File: config.mk
export PLATFORM = sky130hd
export DESIGN_NAME = rggen_apb_bridge_flat
export DESIGN_NICKNAME = d
export VERILOG_FILES = /design/src/rtl/rggen_apb_bridge_if.sv /design/src/rtl/rggen_apb_bridge.sv /design/src/flat_wrapper.sv
export SDC_FILE = /design/constraint.sdc
export NUM_CORES = 1
export LEC_CHECK = 0
export BUFFER_PORTS_ARGS = -buffer_cell sky130_fd_sc_hd__buf_4
export CORE_ASPECT_RATIO = 2
export CORE_MARGIN = 4
export CORE_UTILIZATION = 40
export CTS_CLUSTER_DIAMETER = 200
export CTS_CLUSTER_SIZE = 24
export DETAILED_ROUTE_END_ITERATION = 16
export PLACE_DENSITY = 0.83
export SLEW_MARGIN = 40
export SYNTH_ARGS = -nofsm -noshare
export SYNTH_HDL_FRONTEND = slang
export SYNTH_SLANG_ARGS = --single-unit
export TNS_END_PERCENT = 30
File: constraint.sdc
create_clock -name clk -period 1.64 [get_ports clk]
set_input_delay 0.082 -clock clk [delete_from_list [all_inputs] [get_ports clk]]
set_output_delay 0.082 -clock clk [all_outputs]
set_load 0.03 [all_outputs]
File: src/rtl/rggen_apb_bridge_if.sv
// Register-bus handshake between the register block (master) and a downstream stage (slave).
// Fields: direction 1 = write; status 2'b00 = okay, 2'b10 = slave error.
interface rggen_bus_if #(
  parameter int unsigned ADDRESS_WIDTH = 16,
  parameter int unsigned DATA_WIDTH    = 32
);
  localparam int unsigned STRB_W = DATA_WIDTH / 8;

  logic                     request;
  logic [ADDRESS_WIDTH-1:0] address;
  logic                     direction;
  logic [DATA_WIDTH-1:0]    write_data;
  logic [STRB_W-1:0]        write_strobe;
  logic                     done;
  logic [DATA_WIDTH-1:0]    read_data;
  logic [1:0]               status;

  modport master (
    output request, address, direction, write_data, write_strobe,
    input  done, read_data, status
  );

  modport slave (
    input  request, address, direction, write_data, write_strobe,
    output done, read_data, status
  );
endinterface

File: src/rtl/rggen_apb_bridge.sv
// Converts each register-bus request into one APB4 transfer, with an optional PREADY timeout.
// Response is returned as a one-cycle done pulse with read data and status.
module rggen_apb_bridge #(
  parameter int unsigned ADDRESS_WIDTH  = 16,
  parameter int unsigned DATA_WIDTH     = 32,
  parameter int unsigned TIMEOUT_CYCLES = 0
) (
  input  logic                      clk,
  input  logic                      rst_n,
  rggen_bus_if.slave                bus_if,
  output logic                      psel,
  output logic                      penable,
  output logic [ADDRESS_WIDTH-1:0]  paddr,
  output logic [2:0]                pprot,
  output logic                      pwrite,
  output logic [DATA_WIDTH/8-1:0]   pstrb,
  output logic [DATA_WIDTH-1:0]     pwdata,
  input  logic                      pready,
  input  logic [DATA_WIDTH-1:0]     prdata,
  input  logic                      pslverr
);
  localparam int unsigned STRB_W       = DATA_WIDTH / 8;
  localparam int unsigned CNT_W        = (TIMEOUT_CYCLES == 0) ? 1 : $clog2(TIMEOUT_CYCLES + 1);
  localparam int unsigned TIMEOUT_LAST = (TIMEOUT_CYCLES == 0) ? 0 : TIMEOUT_CYCLES - 1;

  localparam logic       RGGEN_WRITE       = 1'b1;
  localparam logic [1:0] RGGEN_OKAY        = 2'b00;
  localparam logic [1:0] RGGEN_SLAVE_ERROR = 2'b10;

  localparam logic [1:0] IDLE    = 2'd0;
  localparam logic [1:0] SETUP   = 2'd1;
  localparam logic [1:0] ACCESS  = 2'd2;
  localparam logic [1:0] RESPOND = 2'd3;

  logic [1:0]               state_q,     state_d;
  logic                     psel_q,      psel_d;
  logic                     penable_q,   penable_d;
  logic [ADDRESS_WIDTH-1:0] paddr_q,     paddr_d;
  logic                     pwrite_q,    pwrite_d;
  logic [STRB_W-1:0]        pstrb_q,     pstrb_d;
  logic [DATA_WIDTH-1:0]    pwdata_q,    pwdata_d;
  logic [CNT_W-1:0]         cnt_q,       cnt_d;
  logic                     done_q,      done_d;
  logic [DATA_WIDTH-1:0]    read_data_q, read_data_d;
  logic [1:0]               status_q,    status_d;
  logic                     timeout_hit_c;

  assign timeout_hit_c = (TIMEOUT_CYCLES != 0) && (cnt_q == CNT_W'(TIMEOUT_LAST));

  // Next-state and registered-output logic; APB and response outputs are all flop-driven.
  always_comb begin
    state_d     = state_q;
    psel_d      = 1'b0;
    penable_d   = 1'b0;
    paddr_d     = paddr_q;
    pwrite_d    = pwrite_q;
    pstrb_d     = pstrb_q;
    pwdata_d    = pwdata_q;
    cnt_d       = cnt_q;
    done_d      = 1'b0;
    read_data_d = '0;
    status_d    = RGGEN_OKAY;

    case (state_q)
      IDLE: begin
        if (bus_if.request) begin
          paddr_d  = bus_if.address;
          pwrite_d = (bus_if.direction == RGGEN_WRITE);
          pwdata_d = bus_if.write_data;
          pstrb_d  = (bus_if.direction == RGGEN_WRITE) ? bus_if.write_strobe : '0;
          psel_d   = 1'b1;
          state_d  = SETUP;
        end
      end
      SETUP: begin
        psel_d    = 1'b1;
        penable_d = 1'b1;
        cnt_d     = '0;
        state_d   = ACCESS;
      end
      ACCESS: begin
        if (pready || timeout_hit_c) begin
          // pready takes priority over a timeout landing in the same cycle
          done_d      = 1'b1;
          read_data_d = (pready && !pwrite_q) ? prdata : '0;
          status_d    = (!pready || pslverr) ? RGGEN_SLAVE_ERROR : RGGEN_OKAY;
          paddr_d     = '0;
          pwrite_d    = 1'b0;
          pstrb_d     = '0;
          pwdata_d    = '0;
          state_d     = RESPOND;
        end else begin
          psel_d    = 1'b1;
          penable_d = 1'b1;
          if (TIMEOUT_CYCLES != 0) begin
            cnt_d = cnt_q + CNT_W'(1);
          end
        end
      end
      RESPOND: begin
        state_d = IDLE;
      end
      default: begin
        state_d = IDLE;
      end
    endcase
  end

  always_ff @(posedge clk or negedge rst_n) begin
    if (!rst_n) begin
      state_q     <= IDLE;
      psel_q      <= 1'b0;
      penable_q   <= 1'b0;
      paddr_q     <= '0;
      pwrite_q    <= 1'b0;
      pstrb_q     <= '0;
      pwdata_q    <= '0;
      cnt_q       <= '0;
      done_q      <= 1'b0;
      read_data_q <= '0;
      status_q    <= RGGEN_OKAY;
    end else begin
      state_q     <= state_d;
      psel_q      <= psel_d;
      penable_q   <= penable_d;
      paddr_q     <= paddr_d;
      pwrite_q    <= pwrite_d;
      pstrb_q     <= pstrb_d;
      pwdata_q    <= pwdata_d;
      cnt_q       <= cnt_d;
      done_q      <= done_d;
      read_data_q <= read_data_d;
      status_q    <= status_d;
    end
  end

  assign psel             = psel_q;
  assign penable          = penable_q;
  assign paddr            = paddr_q;
  assign pprot            = 3'b000;
  assign pwrite           = pwrite_q;
  assign pstrb            = pstrb_q;
  assign pwdata           = pwdata_q;
  assign bus_if.done      = done_q;
  assign bus_if.read_data = read_data_q;
  assign bus_if.status    = status_q;
endmodule
File: src/flat_wrapper.sv
// flat-port wrapper written by rule: the top's interface ports become plain ports
module rggen_apb_bridge_flat 
#(
  parameter int unsigned ADDRESS_WIDTH  = 16,
  parameter int unsigned DATA_WIDTH     = 32,
  parameter int unsigned TIMEOUT_CYCLES = 0
)
  (clk, rst_n, psel, penable, paddr, pprot, pwrite, pstrb, pwdata, pready, prdata, pslverr, bus_if_request, bus_if_address, bus_if_direction, bus_if_write_data, bus_if_write_strobe, bus_if_done, bus_if_read_data, bus_if_status);
  rggen_bus_if #(.ADDRESS_WIDTH(ADDRESS_WIDTH), .DATA_WIDTH(DATA_WIDTH)) bus_if_i ();
  input  logic clk;
  input  logic rst_n;
  output logic psel;
  output logic penable;
  output logic [ADDRESS_WIDTH-1:0] paddr;
  output logic [2:0] pprot;
  output logic pwrite;
  output logic [DATA_WIDTH/8-1:0] pstrb;
  output logic [DATA_WIDTH-1:0] pwdata;
  input  logic pready;
  input  logic [DATA_WIDTH-1:0] prdata;
  input  logic pslverr;
  input wire logic [$bits(bus_if_i.request)-1:0] bus_if_request;
  input wire logic [$bits(bus_if_i.address)-1:0] bus_if_address;
  input wire logic [$bits(bus_if_i.direction)-1:0] bus_if_direction;
  input wire logic [$bits(bus_if_i.write_data)-1:0] bus_if_write_data;
  input wire logic [$bits(bus_if_i.write_strobe)-1:0] bus_if_write_strobe;
  output wire logic [$bits(bus_if_i.done)-1:0] bus_if_done;
  output wire logic [$bits(bus_if_i.read_data)-1:0] bus_if_read_data;
  output wire logic [$bits(bus_if_i.status)-1:0] bus_if_status;
  assign bus_if_i.request = bus_if_request;
  assign bus_if_i.address = bus_if_address;
  assign bus_if_i.direction = bus_if_direction;
  assign bus_if_i.write_data = bus_if_write_data;
  assign bus_if_i.write_strobe = bus_if_write_strobe;
  assign bus_if_done = bus_if_i.done;
  assign bus_if_read_data = bus_if_i.read_data;
  assign bus_if_status = bus_if_i.status;
  rggen_apb_bridge #(.ADDRESS_WIDTH(ADDRESS_WIDTH), .DATA_WIDTH(DATA_WIDTH), .TIMEOUT_CYCLES(TIMEOUT_CYCLES)) u_core (.clk(clk), .rst_n(rst_n), .bus_if(bus_if_i), .psel(psel), .penable(penable), .paddr(paddr), .pprot(pprot), .pwrite(pwrite), .pstrb(pstrb), .pwdata(pwdata), .pready(pready), .prdata(prdata), .pslverr(pslverr));
endmodule
==> flow_summary_export.csv <==
group,metric,value,unit
die,start_util,41.1,%
cells_and_area,num-fill-cells,663,
die,die_width,76.1,µm
logic_synthesis,synth_compound_area_share,6.88,%
sta,fin_crit_sh,97.2,%
logic_synthesis,yosys.cell_types.count,23,
clock_tree,cts_buffers,9,
logic_synthesis,synthSimpleGateAreaFrac,19.2,%
cells_and_area,fin_nets,644,
clock_tree,clock-sinks,91,
logic_synthesis,synth.area.mux_share,1.69,%
sta,setup_viol,0,
logic_synthesis,synthXorXnorAreaFrac,0,%
worst_setup_path,start_kind,"register",
global_routing,grt_max_degree,92,
sta,hold_viol_final,0,
logic_synthesis,yosysWarnings,0,
logic_synthesis,synth_top_family_by_area,"simple AND/OR/NAND/NOR gates",
worst_setup_path,r2r_start,"u_core.state_q[1]",
global_routing,grt_remaining_overflow,0,
worst_setup_path,rr_worst_depth,7,
logic_synthesis,synth_area_leader_cell,"dfrtp_1",
logic_synthesis,synth-seq-area-share,61.4,%
placed_design,dp_cells,599,
cells_and_area,diodes,0,
worst_setup_path,critPathBufInv,3,
cells_and_area,layout_common_cells,"buf_4, dfrtp_1, inv_1, nand4b_1, dlygate4sd3_1",
worst_setup_path,critPathTopFamily,"flip-flops",
job,drv_cap,0,
routing,viasPerCell,4.98,
worst_setup_path,r2r_slack,0.05,ns
min_path,hold_depth,3,
logic_synthesis,yosysTopAreaCellShare,61.4,%
placed_design,hpwlAfterDp,7620,µm
die,num_rows,49,
routing,vias,3267,
cells_and_area,drive_above_1_share,40.6,%
worst_setup_path,cp_cell_sequence,"inv_2 > ha_2 > nor2b_4 > nor3_4 > buf_4 > buf_12 > o21ai_0",
sta,worstMarginPinSlew,0.516,ns
sta,finalClockSkew,0.00511,ns
power,p_leak,0.00302,µW
logic_synthesis,netlist_area,0.00371,mm²
routing,ant_nets,0,
worst_setup_path,r2r_end,"u_core.paddr[14]",
outcome,status,"finished, final reports clean",
sta,layout_min_cycle_time,1.59,ns
sta,slew_headroom,65.6,%
worst_setup_path,worst_setup_path_end_kind,"register",
logic_synthesis,synth.area.top_cells,"dfrtp_1, nand4b_1, o21ai_0",
clock_tree,htreeDepth,3,
clock_tree,clockRootBuffer,"clkbuf_16",
clock_tree,tritoncts,"yes",
worst_setup_path,critPathSlowestCell,"dfrtp_2",
logic_synthesis,avgSynthCellArea,11.2,µm²
global_routing,grt_pass1_vias,3419,
min_path,holdPathEnd,"u_core.pwdata[2]",
logic_synthesis,syn_inst,331,
routing,wl_per_cell,17.7,µm
cells_and_area,fin_util,66.6,%
routing,finalWirelength,11600,µm
global_routing,antenna_found_initial,0,
clock_tree,clk_path_buf_depth,2,
placed_design,gp_congestion,0.780,
worst_setup_path,critPathKind,"reg2reg",
sta,drv_slew,0,
global_routing,grt_pass1_wl,17400,µm
placed_design,port_buffers,178,
clock_tree,clk_transition_reported_paths,0.06,ns
die,die_area,0.0110,mm²
die,ios,183,
logic_synthesis,synth_fa_ha_area_share,1.69,%
cells_and_area,syn2layout_area_growth,61.9,%
min_path,hold_class,"in2reg",
cells_and_area,fin_cells,656,
routing,drt-initial-drc-count,227,
placed_design,place_area,0.00519,mm²
routing,drtPass1Iterations,4,
die,die_h,144,µm
sta,fin_setup_tns,0,ns
logic_synthesis,ys_ff_latch,91,
power,p_total,11400,µW
worst_setup_path,worst-path-max-fanout,41,
routing,drc,0,
power,p_per_area,1900,mW/mm²
die,core_area,0.00901,mm²
power,peakVddDrop,1.02,mV
sta,rsz0062_at_grt,"yes",
worst_setup_path,cp.required,1.89,ns
cells_and_area,postLayoutCellArea,0.00601,mm²
min_path,hold_start,"bus_if_write_data[2]",
clock_tree,clk_latency,0.33,ns
worst_setup_path,critPathArrivalTime,1.84,ns
global_routing,track_usage,19.9,%
worst_setup_path,slowest_delay,0.44,ns
cells_and_area,final_common_cell,"buf_4",
sta,max_freq,627,MHz
## sequential cells by signal, summed over array words and instances (netlist names)
signal / count
u_core.pwrite: 1
u_core.bus_if.read_data: 32
u_core.penable: 1
u_core.bus_if.done: 1
u_core.bus_if.status: 1
u_core.pwdata: 32
u_core.psel: 1
u_core.pstrb: 4
u_core.state_q: 2
u_core.paddr: 16
## repair_timing
item / CTS / global route
resized for setup: 6 / 23
setup buffers: 2 / 1
endpoints found under the hold margin: 125 / 0
pin swaps: 1 / 0
cloned: 0 / 3
endpoints found under the setup margin: 44 / 77
hold buffers: 35 / 0
## layout make-up
type / instances / area (µm²) / area share (%)
Sequential cell: 91 / 2280 / 37.9
Multi-Input combinational cell: 161 / 1140 / 19.1
Timing Repair Buffer: 232 / 1910 / 31.8
Inverter: 54 / 203 / 3.37
Clock inverter: 5 / 100 / 1.67
Clock buffer: 11 / 243 / 4.04
Tap cell: 102 / 128 / 2.12
## cell usage after synthesis (all sizes together)
| cell type | number |
|---|---|
| a21oi | 1 |
| and2 | 33 |
| and2b | 1 |
| and3 | 1 |
| buf | 9 |
| clkbuf | 19 |
| conb | 1 |
| dfrtp | 91 |
| ha | 5 |
| inv | 54 |
| mux2 | 2 |
| mux2i | 4 |
| nand2 | 5 |
| nand4b | 48 |
| nor2 | 3 |
| nor2b | 4 |
| nor3 | 1 |
| o21ai | 48 |
| o32a | 1 |
## power by group
part	internal, µW	total [µW]	switching [µW]
registers	3020	3470	450
logic	2270	5610	3340
clock network	1530	2340	811
total	6810	11400	4600
## metal layers
layer  vias up  track usage [%]  part of all wire (%)
met5         -                0                     0
met4         0             8.48                   2.3
met3        22             5.24                   5.3
met2       131             37.4                    59
met1      1601             20.5                    34
li1       1513                -                     -
## stage by stage
stage / hold WS, ns / setup slack, ns
3_3_place_gp: 0.148 / 0.0866
3_5_place_dp: 0.164 / -0.0489
6_report: 0.0118 / 0.0455
4_1_cts: 0.00296 / 0.0158
5_1_grt: 0.0104 / -0.0351
2_1_floorplan: -0.214 / -0.00383
## tightest hold or removal path, delay by kind of cell
kind                   cells  cell delay, ns
buffers and inverters      1            0.08
AOI/OAI and AO/OA          1            0.07
and+or+nand+nor            1            0.08
## worst max path at each step
| stage | to | from | depth (start not counted) |
|---|---|---|---|
| 2_1_floorplan | u_core.pstrb[1] | u_core.state_q[0] | 7 |
| 3_3_place_gp | u_core.pstrb[3] | u_core.state_q[1] | 6 |
| 3_5_place_dp | u_core.pwdata[30] | u_core.state_q[1] | 6 |
| 4_1_cts | u_core.pwdata[12] | u_core.state_q[1] | 7 |
| 5_1_grt | u_core.paddr[7] | u_core.state_q[1] | 7 |
| 6_report | u_core.paddr[14] | u_core.state_q[1] | 7 |
## kinds of logic after synthesis
family / after synthesis
buf+inv: 82
compound gates: 50
other cells: 1
mux: 6
flops: 91
fa+ha+maj: 5
simple gates: 96
Power figures use the tool's default switching activity.
